**src/rtl/cordic_pkg.sv**
```systemverilog
// Shared types and helpers for the linear-vectoring CORDIC divider family.
// Holds the control-state encoding and the quotient saturation constants.
package cordic_pkg;

    typedef enum logic [1:0] {
        IDLE = 2'd0,
        CALC = 2'd1,
        FIX  = 2'd2,
        DONE = 2'd3
    } state_t;

    // Largest positive quotient code for a qw-bit two's complement result (low qw bits valid).
    function automatic logic [63:0] qmax(input int qw);
        return (64'd1 << (qw - 1)) - 64'd1;
    endfunction

    // Most negative quotient code; its low qw bits are 1000..0.
    function automatic logic [63:0] qmin(input int qw);
        return ~qmax(qw);
    endfunction

endpackage

```
**src/rtl/cordic_lin_step.sv**
```systemverilog
// One combinational non-restoring iteration of the linear-vectoring CORDIC.
// Kept standalone so an unrolled pipeline can chain copies of it.
module cordic_lin_step #(
    parameter int RW = 18,
    parameter int QW = 16
) (
    input  logic signed [RW-1:0] r,
    input  logic signed [QW-1:0] z,
    input  logic signed [RW-1:0] ax,
    input  logic signed [QW-1:0] weight,
    output logic signed [RW-1:0] r_next,
    output logic signed [QW-1:0] z_next
);

    logic signed [RW-1:0] diff;

    // Pick the direction from the residual sign; doubling is a plain left shift, so nothing is truncated.
    always_comb begin
        if (r[RW-1] == 1'b0) begin
            diff   = r - ax;
            z_next = z + weight;
        end else begin
            diff   = r + ax;
            z_next = z - weight;
        end
        r_next = {diff[RW-2:0], 1'b0};
    end

endmodule

```
**src/rtl/cordic_div_hs.sv**
```systemverilog
// Sequential signed divider q = y/x in Q2.(QWIDTH-2) using linear-vectoring CORDIC,
// with valid/ready handshakes, saturation and divide-by-zero flags, and fixed latency.
module cordic_div_hs
    import cordic_pkg::*;
#(
    parameter int DWIDTH = 16,
    parameter int QWIDTH = 16
) (
    input  logic                     clk,
    input  logic                     rst,
    input  logic signed [DWIDTH-1:0] x_i,
    input  logic signed [DWIDTH-1:0] y_i,
    input  logic                     in_valid,
    output logic                     in_ready,
    output logic signed [QWIDTH-1:0] q_o,
    output logic                     sat_o,
    output logic                     dz_o,
    output logic                     out_valid,
    input  logic                     out_ready
);

    localparam int RW = DWIDTH + 2;
    localparam int CW = $clog2(QWIDTH);
    localparam logic [QWIDTH-1:0] Q_MAX    = QWIDTH'(qmax(QWIDTH));
    localparam logic [QWIDTH-1:0] Q_MIN    = QWIDTH'(qmin(QWIDTH));
    localparam logic [CW-1:0]     CNT_LAST = CW'(QWIDTH - 2);

    state_t state;
    logic   sx, sy, zx, ov, yz;
    logic   [CW-1:0] cnt;

    logic signed [RW-1:0]     ax, r, r_next;
    logic signed [RW-1:0]     xe, ye, ax_in, ay_in;
    logic signed [QWIDTH-1:0] z, z_next, wt, q_fix;

    // Operand magnitudes widened by two bits so -2^(DWIDTH-1) and 2|x| stay representable.
    always_comb begin
        xe = {{2{x_i[DWIDTH-1]}}, x_i};
        ye = {{2{y_i[DWIDTH-1]}}, y_i};
        if (x_i[DWIDTH-1]) begin
            ax_in = -xe;
        end else begin
            ax_in = xe;
        end
        if (y_i[DWIDTH-1]) begin
            ay_in = -ye;
        end else begin
            ay_in = ye;
        end
    end

    // Weight of the current iteration: 2^(QWIDTH-2-cnt).
    always_comb begin
        wt = {{(QWIDTH-1){1'b0}}, 1'b1} << (CNT_LAST - cnt);
    end

    cordic_lin_step #(
        .RW (RW),
        .QW (QWIDTH)
    ) u_step (
        .r      (r),
        .z      (z),
        .ax     (ax),
        .weight (wt),
        .r_next (r_next),
        .z_next (z_next)
    );

    // Final quotient selection: divide-by-zero first, then overflow, then sign-restored z.
    always_comb begin
        if (zx) begin
            if (yz) begin
                q_fix = {QWIDTH{1'b0}};
            end else if (sy) begin
                q_fix = Q_MIN;
            end else begin
                q_fix = Q_MAX;
            end
        end else if (ov) begin
            if (sx ^ sy) begin
                q_fix = Q_MIN;
            end else begin
                q_fix = Q_MAX;
            end
        end else if (sx ^ sy) begin
            q_fix = -z;
        end else begin
            q_fix = z;
        end
    end

    // Operands are only taken while idle.
    always_comb begin
        if (state == IDLE) begin
            in_ready = 1'b1;
        end else begin
            in_ready = 1'b0;
        end
    end

    // Control FSM and datapath registers; CALC always runs its full length for fixed latency.
    always_ff @(posedge clk or posedge rst) begin
        if (rst) begin
            state     <= IDLE;
            sx        <= 1'b0;
            sy        <= 1'b0;
            zx        <= 1'b0;
            ov        <= 1'b0;
            yz        <= 1'b0;
            ax        <= {RW{1'b0}};
            r         <= {RW{1'b0}};
            z         <= {QWIDTH{1'b0}};
            cnt       <= {CW{1'b0}};
            q_o       <= {QWIDTH{1'b0}};
            sat_o     <= 1'b0;
            dz_o      <= 1'b0;
            out_valid <= 1'b0;
        end else begin
            case (state)
                IDLE: begin
                    if (in_valid) begin
                        sx    <= x_i[DWIDTH-1];
                        sy    <= y_i[DWIDTH-1];
                        zx    <= (x_i == {DWIDTH{1'b0}});
                        yz    <= (y_i == {DWIDTH{1'b0}});
                        ov    <= (ay_in >= (ax_in <<< 1));
                        ax    <= ax_in;
                        r     <= ay_in;
                        z     <= {QWIDTH{1'b0}};
                        cnt   <= {CW{1'b0}};
                        state <= CALC;
                    end
                end
                CALC: begin
                    r <= r_next;
                    z <= z_next;
                    if (cnt == CNT_LAST) begin
                        cnt   <= {CW{1'b0}};
                        state <= FIX;
                    end else begin
                        cnt <= cnt + CW'(1);
                    end
                end
                FIX: begin
                    q_o       <= q_fix;
                    sat_o     <= zx | ov;
                    dz_o      <= zx;
                    out_valid <= 1'b1;
                    state     <= DONE;
                end
                DONE: begin
                    if (out_ready) begin
                        out_valid <= 1'b0;
                        state     <= IDLE;
                    end
                end
                default: begin
                    out_valid <= 1'b0;
                    state     <= IDLE;
                end
            endcase
        end
    end

endmodule
```
**config.mk**
```make
export PLATFORM = sky130hd
export DESIGN_NAME = cordic_div_hs
export DESIGN_NICKNAME = d
export VERILOG_FILES = /design/src/rtl/cordic_pkg.sv /design/src/rtl/cordic_lin_step.sv /design/src/rtl/cordic_div_hs.sv
export SDC_FILE = /design/constraint.sdc
export NUM_CORES = 1
export LEC_CHECK = 0
export ABC_AREA = 1
export CELL_PAD_IN_SITES_DETAIL_PLACEMENT = 0
export CELL_PAD_IN_SITES_GLOBAL_PLACEMENT = 1
export CORE_AREA = 3 3 130 132
export DETAILED_ROUTE_END_ITERATION = 12
export DIE_AREA = 0 0 133 135
export PLACE_DENSITY = 0.95
export SLEW_MARGIN = 30
export SYNTH_ARGS = -nofsm -noshare
export SYNTH_HDL_FRONTEND = slang
export SYNTH_SLANG_ARGS = --single-unit
export TNS_END_PERCENT = 1
```
**constraint.sdc**
```tcl
create_clock -name clk -period 8.2 [get_ports clk]
set_input_delay 1.64 -clock clk [delete_from_list [all_inputs] [get_ports clk]]
set_output_delay 1.64 -clock clk [all_outputs]
set_load 0.03 [all_outputs]
```
Yosys cells after proc, flatten, opt, wreduce, memory -nomap -nowiden
Cells that the tools add are included.

storage, ports and cells
  bits in registers = 81
  input bits = 36
  output and inout bits = 20
  logic and storage cells = 67

cells by class
  $add $sub $neg = 9
  magnitude comparators = 1
  equal/unequal tests = 7
  shift-type cells = 1
  muxes and demuxes = 24
  bitwise operators = 2
  reduce and logical (&&, ||, !) cells = 9

operators by type and width
  cell                  number
  $mux 16               8
  $mux 18               2
  $pmux 18 s2           1
  $mux 17               2
  $logic_not 16->1      2
  $pmux 16 s2           1
  $ge 18x18->1          1
  $neg 16->18           1
  $add 17x17->17        1
  $neg 16->17           1
  $sub 17x17->17        1
  $add 16x16->16        1
  $neg 16->16           1
  $shl 1x4->16 const A  1
  $sub 16x16->16        1
  $mux 4                2
  $pmux 2 s4            1
  $pmux 4 s2            1
  $mux 2                3
  $ne 2x2->1 const B    3
  $reduce_and 2->1      3
  $add 4x1->4 const B   1
  $eq 2x2->1 const B    2
  $eq 4x4->1 const B    1
  9 further kinds       11

Depth between registers and ports, before layout
  depth after elaboration = 5
  gate-level depth with buffers = 26
  mapped depth without buffers = 26

By module
A second synthesis with hierarchy kept.

unflattened totals
  cell total of the unflattened synthesis = 1255
  area, all modules = 8075.2 um^2

by module, submodules not included
  module           times used  cells each  area an instance (um^2)  sequential area each (um^2)
  cordic_div_hs    1           753         5401.4                   2052.0
  cordic_lin_step  1           502         2673.8                   0.0

Least setup slack after synthesis
No wires, ideal clock.

  path kind = input port to flip-flop
  from = input x_i[1]
  to = register ov
  library setup time = 0.120 ns
  data arrival time = 3.613 ns
  required time = 8.080 ns
  slack = 4.467 ns
  stages = 20
  path buffers = 0
  cell sequence = inv_1 -> ha_1 -> nand3_1 -> nor2_1 -> nand2_1 -> nor2_1 -> nand2_1 -> o21ai_0 -> xor2_1 -> ha_1 -> nand2_1 -> inv_1 -> o21ai_0 -> nand2_1 -> a21oi_1 -> nand3_1 -> nand2_1 -> nand3_1 -> o21ai_0 -> inv_1

on the way
  cells in the longest elaborated chain, start to end = 3

ends and longest elaborated chain
  element                 line                  RTL
  start: declaration      cordic_div_hs.sv:11   input logic signed [DWIDTH-1:0] x_i,
  $neg 16->17             cordic_div_hs.sv:41   ax_in = -xe;
  $mux 17 *               cordic_div_hs.sv:40   if (x_i[DWIDTH-1]) begin
  $ge 18x18->1 *          cordic_div_hs.sv:126  ov <= (ay_in >= (ax_in <<< 1));
  end signal: assignment  cordic_div_hs.sv:126
  end: declaration        cordic_div_hs.sv:29   logic sx, sy, zx, ov, yz;

Mark *: on every way between the ends. The rest lies on a longest branch, timed or not.
A chain may end at the register's enable or synchronous reset.

Worst setup path after layout
  from = input x_i[0]
  to = register ov

The elaborated chain is that of the path after synthesis.

==> metrics.md <==
| Metric | Value |
|---|---|
| Simple logic cell fraction of the synthesized area | 0.2792 |
| Final Worst Setup Slack | about 4.1 ns |
| Synthesis Warnings | 0 |
| Tightest Hold Check Type | reg2reg |
| Setup violators final | 0 |
| Synth Area in XOR/XNOR | 0.07742 |
| CP Data Arrival Time | 4.34 ns |
| Sequential share of power | 0.202 |
| Gr ovfl total | 0 |
| Seq/Total Area, Yosys | 0.2757 |
| Drt wl/cell | 14.09 µm |
| Final cell count without fillers | 1343 |
| Vias | approximately 7000 |
| Mux contribution to synthesized area | 0 |
| Die width | 133 µm |
| Post-CTS setup buffers | 0 |
| RSZ-0062 raised after global routing | no |
| Row Count | 46 |
| Mean Syn Cell Area | 6.821 µm² |
| Gate power share | 0.691 |
| Hold WS | just under 0.5 ns |
| Cell Pwr Density | around 440 nW/µm² |
| Multi-input logic area | between 4000 and 5000 µm² |
| Residual DRC count | 0 |
| Peak VDD IR | 222.2 µV |
| Clk pwr share | 0.107 |
| Worst Skew | 0.008304 ns |
| Clock sink total | 81 |
| Commonest non-fill, non-tap cell in the layout | nand2_1 |
| Setup CP Type | in2reg |
| Initial antenna violation count | 0 |
| Pre-CTS WS | 3.738 ns |
| Clock tree buffer depth | 2 |
| Die height | around 140 µm |
| DRT iter0 DRCs | approximately 370 |
| Number of synthesized register bits | 81 |
| Final worst path period need | 4.104 ns |
| Netlist cell types | 44 |
| Synth Area in Adders | 0.1126 |
| Drt via density | 5.194 |
| Number of global-route vias before repair | 6805 |
| Tightest Pin Transition | 0.9532 ns |
| Switching power total | 1.962 mW |
| Share of layout cells above drive strength 1 | 0.05590 |
| Largest family of logic cells by synthesized area | simple AND/OR/NAND/NOR gates |
| IO Pins | 56 |
| Gpl congestion | 0.9479 |
| Final hold violations | 0 |
| Net Sw Frac | 0.5323 |
| Placed Area | about 8000 µm² |
| # fillers | 1615 |
| First-pass GRT wire length | 32310 µm |
| Synth top area share | 0.2757 |
| Ant diodes | 0 |
| CTS buffer count | 9 |
| Setup tns final | 0 ns |
| Commonest cells after routing, fill and taps aside | 243 x nand2_1, 147 x inv_1, 93 x o21ai_0, 87 x nor2_1, 81 x dfrtp_1 |
| Achievable Freq | 243.7 MHz |
| Global-route total usage across every layer | 0.2193 |
| DRT Wirelength | about 19000 µm |
| Required time of the critical path | about 8.4 ns |
| FF+latch area | 2027 µm² |
| Max-cap violations | 0 |
| Clock Latency Late Sink | between 0.3 and 0.4 ns |
| Final Util | 0.5296 |
| Post-Place Cells | between 1000 and 1500 |
| Die Area | 17960 µm² |
| Layout area overhead | 13.99% |
| Pin count of the biggest net entering global routing | a little over 80 |
| TritonCTS clock tree | built |
| CTS resizes | 0 |
| Cts hold-fix bufs | 0 |
| Initial Utilization | 0.4646 |
| Cell accounting for the most synthesized area | dfrtp_1 |
| Post-route cell area | approximately 8400 µm² |
| CP max FO | 3 |
| Core area | 15830 µm² |
| Startpoint types | primary input |
| Tcrit/Tclk final | 0.5005 |
| Root buffer cell | clkbuf_16 |
| DRT antenna net count | 0 |
| Static Leak | 4.194 nW |
| Synth Area in Compound Gates | 0.1611 |
| Internal | 1.724 mW |
| Cells after Synth | 1078 |
| DR pass1 iterations | 7 |
| H-tree depth | 3 |
| Layout Nets | 1223 |
| Max Transition Viols Final | 0 |
| Mapped cell area | 7353 µm² |
| Status | finished, final reports clean |
| Power Total | approximately 3.7 mW |
| HPWL after DPL | 14660 µm |
| Reg clk slew, reported paths | 0.07 ns |
| IO buf count | 55 |
| Top area cells in the synthesized netlist | dfrtp_1 28%, nand2_1 12%, ha_1 11%, inv_1 7.6%, o21ai_0 6.4% |
| Max-slew headroom | 0.3638 |
| CP endpoint kind | flip-flop |
power by group through the flow:
stage	Combinational (mW)	Sequential (mW)	Clock, mW
floorplan	1.89	0.775	0
global placement	2.50	0.745	0
detailed placement	2.53	0.749	0
CTS	2.55	0.743	0.402
global route	2.93	0.771	0.420
finish	2.55	0.745	0.395
cell usage after synthesis (all sizes together):
cell,count
nor3b,1
o311ai,1
ha,63
o22ai,8
a21o,1
nor3,17
clkinv,1
inv,153
xor2,53
nor4,2
o21a,2
o41ai,1
o21ai,97
o221ai,1
a21oi,74
nor2,95
o21bai,3
o211ai,11
nand2,263
fa,2
o31ai,4
a31oi,8
a21boi,2
dfrtp,81
or2,5
xnor2,12
clkbuf,21
conb,2
nand3,67
o2bb2ai,1
a32o,1
buf,4
nand4,13
nand3b,8
cell families (layout without fill, tap and decap cells):
family,count (synthesis),in the layout
flops,81,81
simple gates,471,471
buf+inv,179,227
xor+xnor,65,65
other cells,2,3
fa+ha+maj,65,65
compound gates,215,215
registers in the layout, summed over array words and instances (netlist names):
name       count
r             18
out_valid      1
zx             1
cnt            4
ov             1
q_o           16
z             16
ax            17
sat_o          1
state          2
sx             1
dz_o           1
yz             1
sy             1
per-layer routing:
metal  part of all wire  wire [µm]  GRT usage  vias to the layer above
li1                   -          -          -                     3611
met1               0.44       8262     0.2639                     3213
met2               0.51       9609     0.4012                      120
met3              0.028        524    0.03502                       31
met4              0.028        526    0.06871                        0
met5                  0          0          0                        -
layout make-up:
type | count | area share
clock inverters | 6 | 0.005225
multi-input cells | 819 | 0.5552
flip-flops and latches | 81 | 0.2418
repair buffers | 57 | 0.06792
clock buffers | 10 | 0.02851
well taps | 216 | 0.03224
inverters | 154 | 0.06911
final timing paths:
check | startpoint | to | slack (ns) | cells past startpoint
worst max register to register | cnt[0] | z[15] | 4.52 | 25
worst min-delay path | z[15] | z[15] | 0.48 | 2
max in group asynchronous | rst | cnt[2] | 5.84 | 3
min in group asynchronous | rst | state[1] | 1.83 | 3
worst min register to register | z[15] | z[15] | 0.48 | 2
worst max-delay path | x_i[0] | ov | 4.10 | 21
worst max-delay path, stage by stage:
cell and delay [ns]:
clkdlybuf4s50_1 0.42, inv_1 0.10, ha_1 0.17, nand3_1 0.10
nor2_1 0.10, nand2_1 0.07, nor2_1 0.15, nand2_1 0.11
o21ai_0 0.22, xor2_1 0.22, ha_1 0.27, nand2_1 0.06
inv_1 0.03, o21ai_0 0.14, nand2_1 0.07, a21oi_1 0.16
nand3_1 0.09, nand2_1 0.06, nand3_1 0.05, o21ai_0 0.07
inv_1 0.05
Power figures use the tool's default switching activity.
